[src/rtl/sine_pkg.sv]
// Shared constants and state encoding for the sine-wave generator chain
// (phase sequencer and serialiser).
package sine_pkg;

  localparam int PHASE_W_DEF  = 24;
  localparam int ADDR_W_DEF   = 8;
  localparam int TICK_DIV_DEF = 32;
  localparam int ROM_LAT_DEF  = 1;

  localparam logic [1:0] STATE_IDLE     = 2'd0;
  localparam logic [1:0] STATE_RUN      = 2'd1;
  localparam logic [1:0] STATE_STOPPING = 2'd2;

  typedef enum logic [1:0] {
    ST_IDLE     = STATE_IDLE,
    ST_RUN      = STATE_RUN,
    ST_STOPPING = STATE_STOPPING
  } seq_state_e;

endpackage

[src/rtl/sine_phase_sequencer_if.sv]
// Control and sample-address bundle between the phase sequencer and its
// controller. The master drives the run/tuning controls.
interface sine_phase_sequencer_if
  import sine_pkg::*;
#(
  parameter int PHASE_W = PHASE_W_DEF,
  parameter int ADDR_W  = ADDR_W_DEF
);

  logic               en;
  logic [PHASE_W-1:0] tw;
  logic               tw_load;
  logic               phase_clr;
  logic               tick;
  logic [ADDR_W-1:0]  rom_addr;
  logic               negate;
  logic               busy;

  modport master (
    output en, tw, tw_load, phase_clr,
    input  tick, rom_addr, negate, busy
  );

  modport slave (
    input  en, tw, tw_load, phase_clr,
    output tick, rom_addr, negate, busy
  );

endinterface

[src/rtl/delay_line.sv]
// Fixed-depth register pipeline with asynchronous clear; depth 0 is a
// straight wire.
module delay_line #(
  parameter int DEPTH = 1,
  parameter int WIDTH = 1
) (
  input  logic             clk,
  input  logic             rst_n,
  input  logic [WIDTH-1:0] din,
  output logic [WIDTH-1:0] dout
);

  if (DEPTH == 0) begin : g_wire
    assign dout = din;
  end else begin : g_pipe
    logic [WIDTH-1:0] stage_q [DEPTH];
    logic [WIDTH-1:0] stage_d [DEPTH];

    // Shift each stage one step down the line.
    always_comb begin
      stage_d[0] = din;
      for (int i = 1; i < DEPTH; i++) begin
        stage_d[i] = stage_q[i-1];
      end
    end

    // Pipeline registers.
    always_ff @(posedge clk or negedge rst_n) begin
      if (!rst_n) begin
        for (int i = 0; i < DEPTH; i++) begin
          stage_q[i] <= '0;
        end
      end else begin
        stage_q <= stage_d;
      end
    end

    assign dout = stage_q[DEPTH-1];
  end

endmodule

[src/rtl/sine_phase_sequencer.sv]
// DDS phase accumulator and frame sequencer: one quarter-wave ROM address
// per TICK_DIV-clock frame, with a sign flag aligned to the ROM output.
module sine_phase_sequencer
  import sine_pkg::*;
#(
  parameter int PHASE_W  = PHASE_W_DEF,
  parameter int ADDR_W   = ADDR_W_DEF,
  parameter int TICK_DIV = TICK_DIV_DEF,
  parameter int ROM_LAT  = ROM_LAT_DEF
) (
  input  logic                   clk,
  input  logic                   rst_n,
  sine_phase_sequencer_if.slave  bus
);

  localparam int              CNT_W    = $clog2(TICK_DIV);
  localparam logic [CNT_W-1:0] CNT_LAST = CNT_W'(TICK_DIV - 1);
  localparam logic [CNT_W-1:0] CNT_ONE  = CNT_W'(1);

  seq_state_e         state_q, state_d;
  logic [CNT_W-1:0]   cnt_q, cnt_d;
  logic [PHASE_W-1:0] phase_q, phase_d;
  logic [PHASE_W-1:0] tw_shadow_q, tw_shadow_d;
  logic [PHASE_W-1:0] tw_active_q, tw_active_d;
  logic               clr_pend_q, clr_pend_d;
  logic               tick_q, tick_d;
  logic [ADDR_W-1:0]  rom_addr_q, rom_addr_d;
  logic               negate_pre_q, negate_pre_d;
  logic               busy_q, busy_d;

  logic               frame_wrap;
  logic [PHASE_W-1:0] phase_sum;
  logic [1:0]         quad;
  logic [ADDR_W-1:0]  fine_addr;
  logic [ADDR_W-1:0]  folded_addr;
  logic               negate_dly;

  // Odd quadrants read the table backwards; the upper quadrant bit is the sign.
  assign phase_sum   = clr_pend_q ? '0 : (phase_q + tw_active_q);
  assign quad        = phase_sum[PHASE_W-1 -: 2];
  assign fine_addr   = phase_sum[PHASE_W-3 -: ADDR_W];
  assign folded_addr = quad[0] ? ~fine_addr : fine_addr;

  // Frame counter, run/stop sequencing and frame-boundary phase update.
  always_comb begin
    state_d      = state_q;
    cnt_d        = cnt_q;
    phase_d      = phase_q;
    tw_active_d  = tw_active_q;
    rom_addr_d   = rom_addr_q;
    negate_pre_d = negate_pre_q;
    tick_d       = 1'b0;
    frame_wrap   = 1'b0;
    tw_shadow_d  = bus.tw_load ? bus.tw : tw_shadow_q;
    clr_pend_d   = clr_pend_q | bus.phase_clr;

    case (state_q)
      ST_IDLE: begin
        cnt_d = '0;
        if (bus.en) begin
          state_d = ST_RUN;
        end else begin
          state_d = ST_IDLE;
        end
      end
      ST_RUN, ST_STOPPING: begin
        if (cnt_q == CNT_LAST) begin
          frame_wrap = 1'b1;
          cnt_d      = '0;
          state_d    = bus.en ? ST_RUN : ST_IDLE;
        end else begin
          cnt_d   = cnt_q + CNT_ONE;
          state_d = bus.en ? ST_RUN : ST_STOPPING;
        end
      end
      default: begin
        state_d = ST_IDLE;
        cnt_d   = '0;
      end
    endcase

    // A clear strobe landing on the boundary itself is kept for the next frame.
    if (frame_wrap) begin
      tick_d       = 1'b1;
      phase_d      = phase_sum;
      clr_pend_d   = bus.phase_clr;
      tw_active_d  = tw_shadow_q;
      rom_addr_d   = folded_addr;
      negate_pre_d = quad[1];
    end else begin
      tick_d       = 1'b0;
    end

    busy_d = (state_d != ST_IDLE);
  end

  // State and datapath registers.
  always_ff @(posedge clk or negedge rst_n) begin
    if (!rst_n) begin
      state_q      <= ST_IDLE;
      cnt_q        <= '0;
      phase_q      <= '0;
      tw_shadow_q  <= '0;
      tw_active_q  <= '0;
      clr_pend_q   <= 1'b0;
      tick_q       <= 1'b0;
      rom_addr_q   <= '0;
      negate_pre_q <= 1'b0;
      busy_q       <= 1'b0;
    end else begin
      state_q      <= state_d;
      cnt_q        <= cnt_d;
      phase_q      <= phase_d;
      tw_shadow_q  <= tw_shadow_d;
      tw_active_q  <= tw_active_d;
      clr_pend_q   <= clr_pend_d;
      tick_q       <= tick_d;
      rom_addr_q   <= rom_addr_d;
      negate_pre_q <= negate_pre_d;
      busy_q       <= busy_d;
    end
  end

  delay_line #(
    .DEPTH (ROM_LAT),
    .WIDTH (1)
  ) u_negate_dly (
    .clk   (clk),
    .rst_n (rst_n),
    .din   (negate_pre_q),
    .dout  (negate_dly)
  );

  assign bus.tick     = tick_q;
  assign bus.rom_addr = rom_addr_q;
  assign bus.negate   = negate_dly;
  assign bus.busy     = busy_q;

endmodule
[src/flat_wrapper.sv]
// flat-port wrapper written by rule: the top's interface ports become plain ports
module sine_phase_sequencer_flat import sine_pkg::*;
#(
  parameter int PHASE_W  = PHASE_W_DEF,
  parameter int ADDR_W   = ADDR_W_DEF,
  parameter int TICK_DIV = TICK_DIV_DEF,
  parameter int ROM_LAT  = ROM_LAT_DEF
)
  (clk, rst_n, bus_en, bus_tw, bus_tw_load, bus_phase_clr, bus_tick, bus_rom_addr, bus_negate, bus_busy);
  sine_phase_sequencer_if #(.PHASE_W(PHASE_W), .ADDR_W(ADDR_W)) bus_i ();
  input  logic clk;
  input  logic rst_n;
  input wire logic [$bits(bus_i.en)-1:0] bus_en;
  input wire logic [$bits(bus_i.tw)-1:0] bus_tw;
  input wire logic [$bits(bus_i.tw_load)-1:0] bus_tw_load;
  input wire logic [$bits(bus_i.phase_clr)-1:0] bus_phase_clr;
  output wire logic [$bits(bus_i.tick)-1:0] bus_tick;
  output wire logic [$bits(bus_i.rom_addr)-1:0] bus_rom_addr;
  output wire logic [$bits(bus_i.negate)-1:0] bus_negate;
  output wire logic [$bits(bus_i.busy)-1:0] bus_busy;
  assign bus_i.en = bus_en;
  assign bus_i.tw = bus_tw;
  assign bus_i.tw_load = bus_tw_load;
  assign bus_i.phase_clr = bus_phase_clr;
  assign bus_tick = bus_i.tick;
  assign bus_rom_addr = bus_i.rom_addr;
  assign bus_negate = bus_i.negate;
  assign bus_busy = bus_i.busy;
  sine_phase_sequencer #(.PHASE_W(PHASE_W), .ADDR_W(ADDR_W), .TICK_DIV(TICK_DIV), .ROM_LAT(ROM_LAT)) u_core (.clk(clk), .rst_n(rst_n), .bus(bus_i));
endmodule
[config.mk]
export PLATFORM = sky130hd
export DESIGN_NAME = sine_phase_sequencer_flat
export DESIGN_NICKNAME = d
export VERILOG_FILES = /design/src/rtl/sine_pkg.sv /design/src/rtl/sine_phase_sequencer_if.sv /design/src/rtl/delay_line.sv /design/src/rtl/sine_phase_sequencer.sv /design/src/flat_wrapper.sv
export SDC_FILE = /design/constraint.sdc
export NUM_CORES = 1
export LEC_CHECK = 0
export ABC_AREA = 1
export BUFFER_PORTS_ARGS = -buffer_cell sky130_fd_sc_hd__buf_2
export CORE_MARGIN = 3
export CORE_UTILIZATION = 25
export CTS_CLUSTER_SIZE = 20
export DETAILED_ROUTE_END_ITERATION = 10
export GPL_ROUTABILITY_DRIVEN = 0
export PLACE_DENSITY = 0.45
export RECOVER_POWER = 50
export SETUP_SLACK_MARGIN = 0.02
export SYNTH_ARGS = -nofsm -noshare
export SYNTH_HDL_FRONTEND = slang
export SYNTH_SLANG_ARGS = --single-unit
[constraint.sdc]
create_clock -name clk -period 2.16 [get_ports clk]
set_clock_uncertainty 0.15 [all_clocks]
set_input_delay 0.324 -clock clk [delete_from_list [all_inputs] [get_ports clk]]
set_output_delay 0.324 -clock clk [all_outputs]
set_load 0.005 [all_outputs]
==> results.md <==
* Number of fill cells in the layout at 2,034
* Final setup vio count at 0
* Hold Crit Class: in -> reg
* Outcome: complete, no violations
* Full die area at 21,600 um^2
* Max IR drop VDD at 353 uV
* Core footprint at 19,100 um^2
* Most frequent cells in the layout: sky130_fd_sc_hd__nand2_1, sky130_fd_sc_hd__dfrtp_1, sky130_fd_sc_hd__inv_1
* Standard cell area after detailed placement at 5710 um^2
* Total routed wirelength at around 13,000 um
* Crit path max fanout at 3
* Origin of the worst min-delay path: bus_phase_clr
* Dpl hpwl at 9360 um
* Share of the yosys chip area belonging to registers at between 40% and 50%
* Count of nets left with antenna violations after detail routing at 0
* Worst-case register-to-register setup slack at 30 ps
* Unrepaired setup endpoints after global routing: true
* Syn avg cell area at 7.71 um^2
* Clock buffer count from CTS at 9
* Type of origin of the critical path: flip-flop
* Vertical die dimension at 147 um
* Maximum number of pins on one net before global-route repair at 69
* Post-Route Setup TNS at 0 ps
* Max-slew violations at 0
* Placement Rows at 50
* Overall die width at 147 um
* CTS H-Tree Depth at 3
* 1st-pass router iterations at 7
* Actual slew at the worst max-slew pin at 941 ps
* Number of nets in the synthesized netlist at 700
* Main combinational cell family by area after synthesis: simple AND/OR/NAND/NOR gates
* First-pass GRT wire length at 20,900 um
* Number of warnings issued by yosys at 0
* Number of instances in the synthesized netlist at 643
* Total GRT Usage at between 10% and 20%
* Signal arrival time at the worst endpoint at 2210 ps
* Clock latency on the worst-skew pair at around 350 ps
* Share of final-layout standard cells stronger than drive strength 1 at 26.3%
* Proportion of synthesized area in mux cells at 0%
* Congestion Overflow GR at 0
* Worst slack, placed at -211 ps
* Effective utilization at floorplan at roughly a quarter
* Adder-cell share of the synthesized area at under 10%
* DR vias at about 4,200
* Port buffer count at 39
* Root buffer selected by CTS: sky130_fd_sc_hd__clkbuf_16
* Area share of xor/xnor cells in the synthesized design at around 1.2%
* CTS clk-pin slew, worst paths at 70 ps
* IO Count at 40
* DRC Markers at 0
* Count of placed standard cells including taps at 963
* Final count of hold timing violations at 0
* ANT cells at 0
* Most common cell after layout, fill and taps aside: sky130_fd_sc_hd__nand2_1
* Compound-cell area share of the yosys netlist at ~11%
* Clock buffer depth at 2
* Synth-to-Final Area Change at 33.4%
* Number of storage elements in the synthesis netlist at 91
* Register area at 2280 um^2
* Net count, final at between 700 and 800
* Crit Path Class: reg -> reg
* Synth cell types at 32
* TritonCTS clock tree: done
* Data required time of the critical path at 2240 ps
* Fin crit share at 98.4%
* Post-route worst hold slack at 21.5 ps
* Multi-input logic area at 2780 um^2
* Maximum clock frequency at between 400 and 500 MHz
* Post-route standard cell area excluding fillers at 6620 um^2
* Vias/cell at 4.19
* Type of destination of the critical path: flip-flop
* Slack of the critical path at 34.9 ps
* Max-capacitance violation count at 0
* Crit path launch: u_core.tw_active_q[0]$_DFFE_PN0P_
* Via count of the first global-routing pass at approximately 4,100
* Sink Count at 91
* Reg-to-reg critical path startpoint: u_core.tw_active_q[0]$_DFFE_PN0P_
* Leak at about 0.0034 uW
* Routed len/inst at 12.7 um
* Summed instance area of the synthesized netlist at 4960 um^2
* Period minus WS final at between 2000 and 2500 ps
* Antenna violations before repair at 0
* Power Dens Cells at 578 nW/um^2
* Violation count after the first detailed-routing iteration at around 230
* Filler-free cell count of the finished design at 995
* Max-slew headroom at the worst pin at 37.3%
* Fraction of the mapped netlist area in simple logic gates at 26.9%
-- per-stage QoR --
step / power, uW / utilization, %
floorplan: 2020 / -
global placement: 2140 / 29.9
detailed placement: 2150 / 29.9
CTS: 3910 / 33.2
global route: 4020 / 34.7
finish: 3830 / 34.7
-- cells in the mapped netlist, drive strengths merged --
library cell	count	area, um^2
and3	1	6.26
a21oi	23	123
ha	27	338
or2	3	18.8
nand4	11	75.1
nor3	5	25.0
and2	1	6.26
a31oi	2	12.5
o21ai	64	320
nor2	53	216
a22o	2	17.5
clkbuf	13	48.8
xnor2	4	35.0
nand3	23	128
inv	82	308
fa	1	20.0
o21bai	2	15.0
buf	3	23.8
nand2	218	831
xor2	3	26.3
dfrtp	91	2280
nand3b	4	30.0
o31ai	5	37.5
a32o	2	20.0
-- cell families after synthesis --
logic type                 Yosys count
AOI/OAI and AO/OA                  100
DFF                                 91
adders and majority gates           28
xor gates and xnor gates             7
buffers and inverters               98
and+or+nand+nor                    319
-- report_power, final --
part | switching (uW) | internal (uW)
sequential | 32.0 | 1790
combinational | 179 | 103
clock | 701 | 1020
-- area by class of cell --
cell class / instances / share of cell area [%]
sequential: 91 / 34.5
inverter: 82 / 4.65
tap: 260 / 4.92
clock inverter: 7 / 1.49
clock buffer: 9 / 3.40
timing repair buffer: 91 / 9.06
multi-input combinational: 455 / 42.0
-- worst paths after layout --
kind	endpoint	cells after the start
worst max-delay path	u_core.phase_q[4]$_DFFE_PN0P_	8
worst min-delay path	u_core.clr_pend_q$_DFF_PN0_	2
worst max register to register	u_core.phase_q[4]$_DFFE_PN0P_	8
worst min register to register	u_core.u_negate_dly.dout$_DFF_PN0_	0
max in group asynchronous	u_core.tw_active_q[18]$_DFFE_PN0P_	3
min in group asynchronous	u_core.phase_q[14]$_DFFE_PN0P_	3
-- worst max-delay path: stages (launching register included) --
cell and delay (ps):
sky130_fd_sc_hd__dfrtp_1 390, sky130_fd_sc_hd__ha_2 200, sky130_fd_sc_hd__fa_2 350, sky130_fd_sc_hd__nand2_2 80
sky130_fd_sc_hd__nand2_2 70, sky130_fd_sc_hd__and2_1 160, sky130_fd_sc_hd__buf_4 140, sky130_fd_sc_hd__or2_2 260
sky130_fd_sc_hd__a32o_1 220
-- flip-flops by register name, summed over array words and instances (netlist names) --
signal	cells
u_core.bus.busy	1
u_core.bus.rom_addr	8
u_core.bus.tick	1
u_core.clr_pend_q	1
u_core.cnt_q	5
u_core.phase_q	24
u_core.state_q	2
u_core.tw_active_q	24
u_core.tw_shadow_q	24
u_core.u_negate_dly.dout	1
-- layer usage --
metal,wire length [um],part of all wire (%),track usage [%],up-vias
li1,-,-,-,2228
met1,6650,52,17.7,1888
met2,5530,44,17.9,45
met3,333,2.6,2.41,8
met4,153,1.2,3.25,0
met5,0,0,0,-
-- timing repair --
item	in CTS	in global routing
endpoints found under the setup margin	21	23
gates cloned	1	0
pin swaps	17	32
resized for setup	39	51
buffers inserted	5	8
hold buffers	2	0
hold endpoints to repair	92	0
Power figures use the tool's default switching activity.
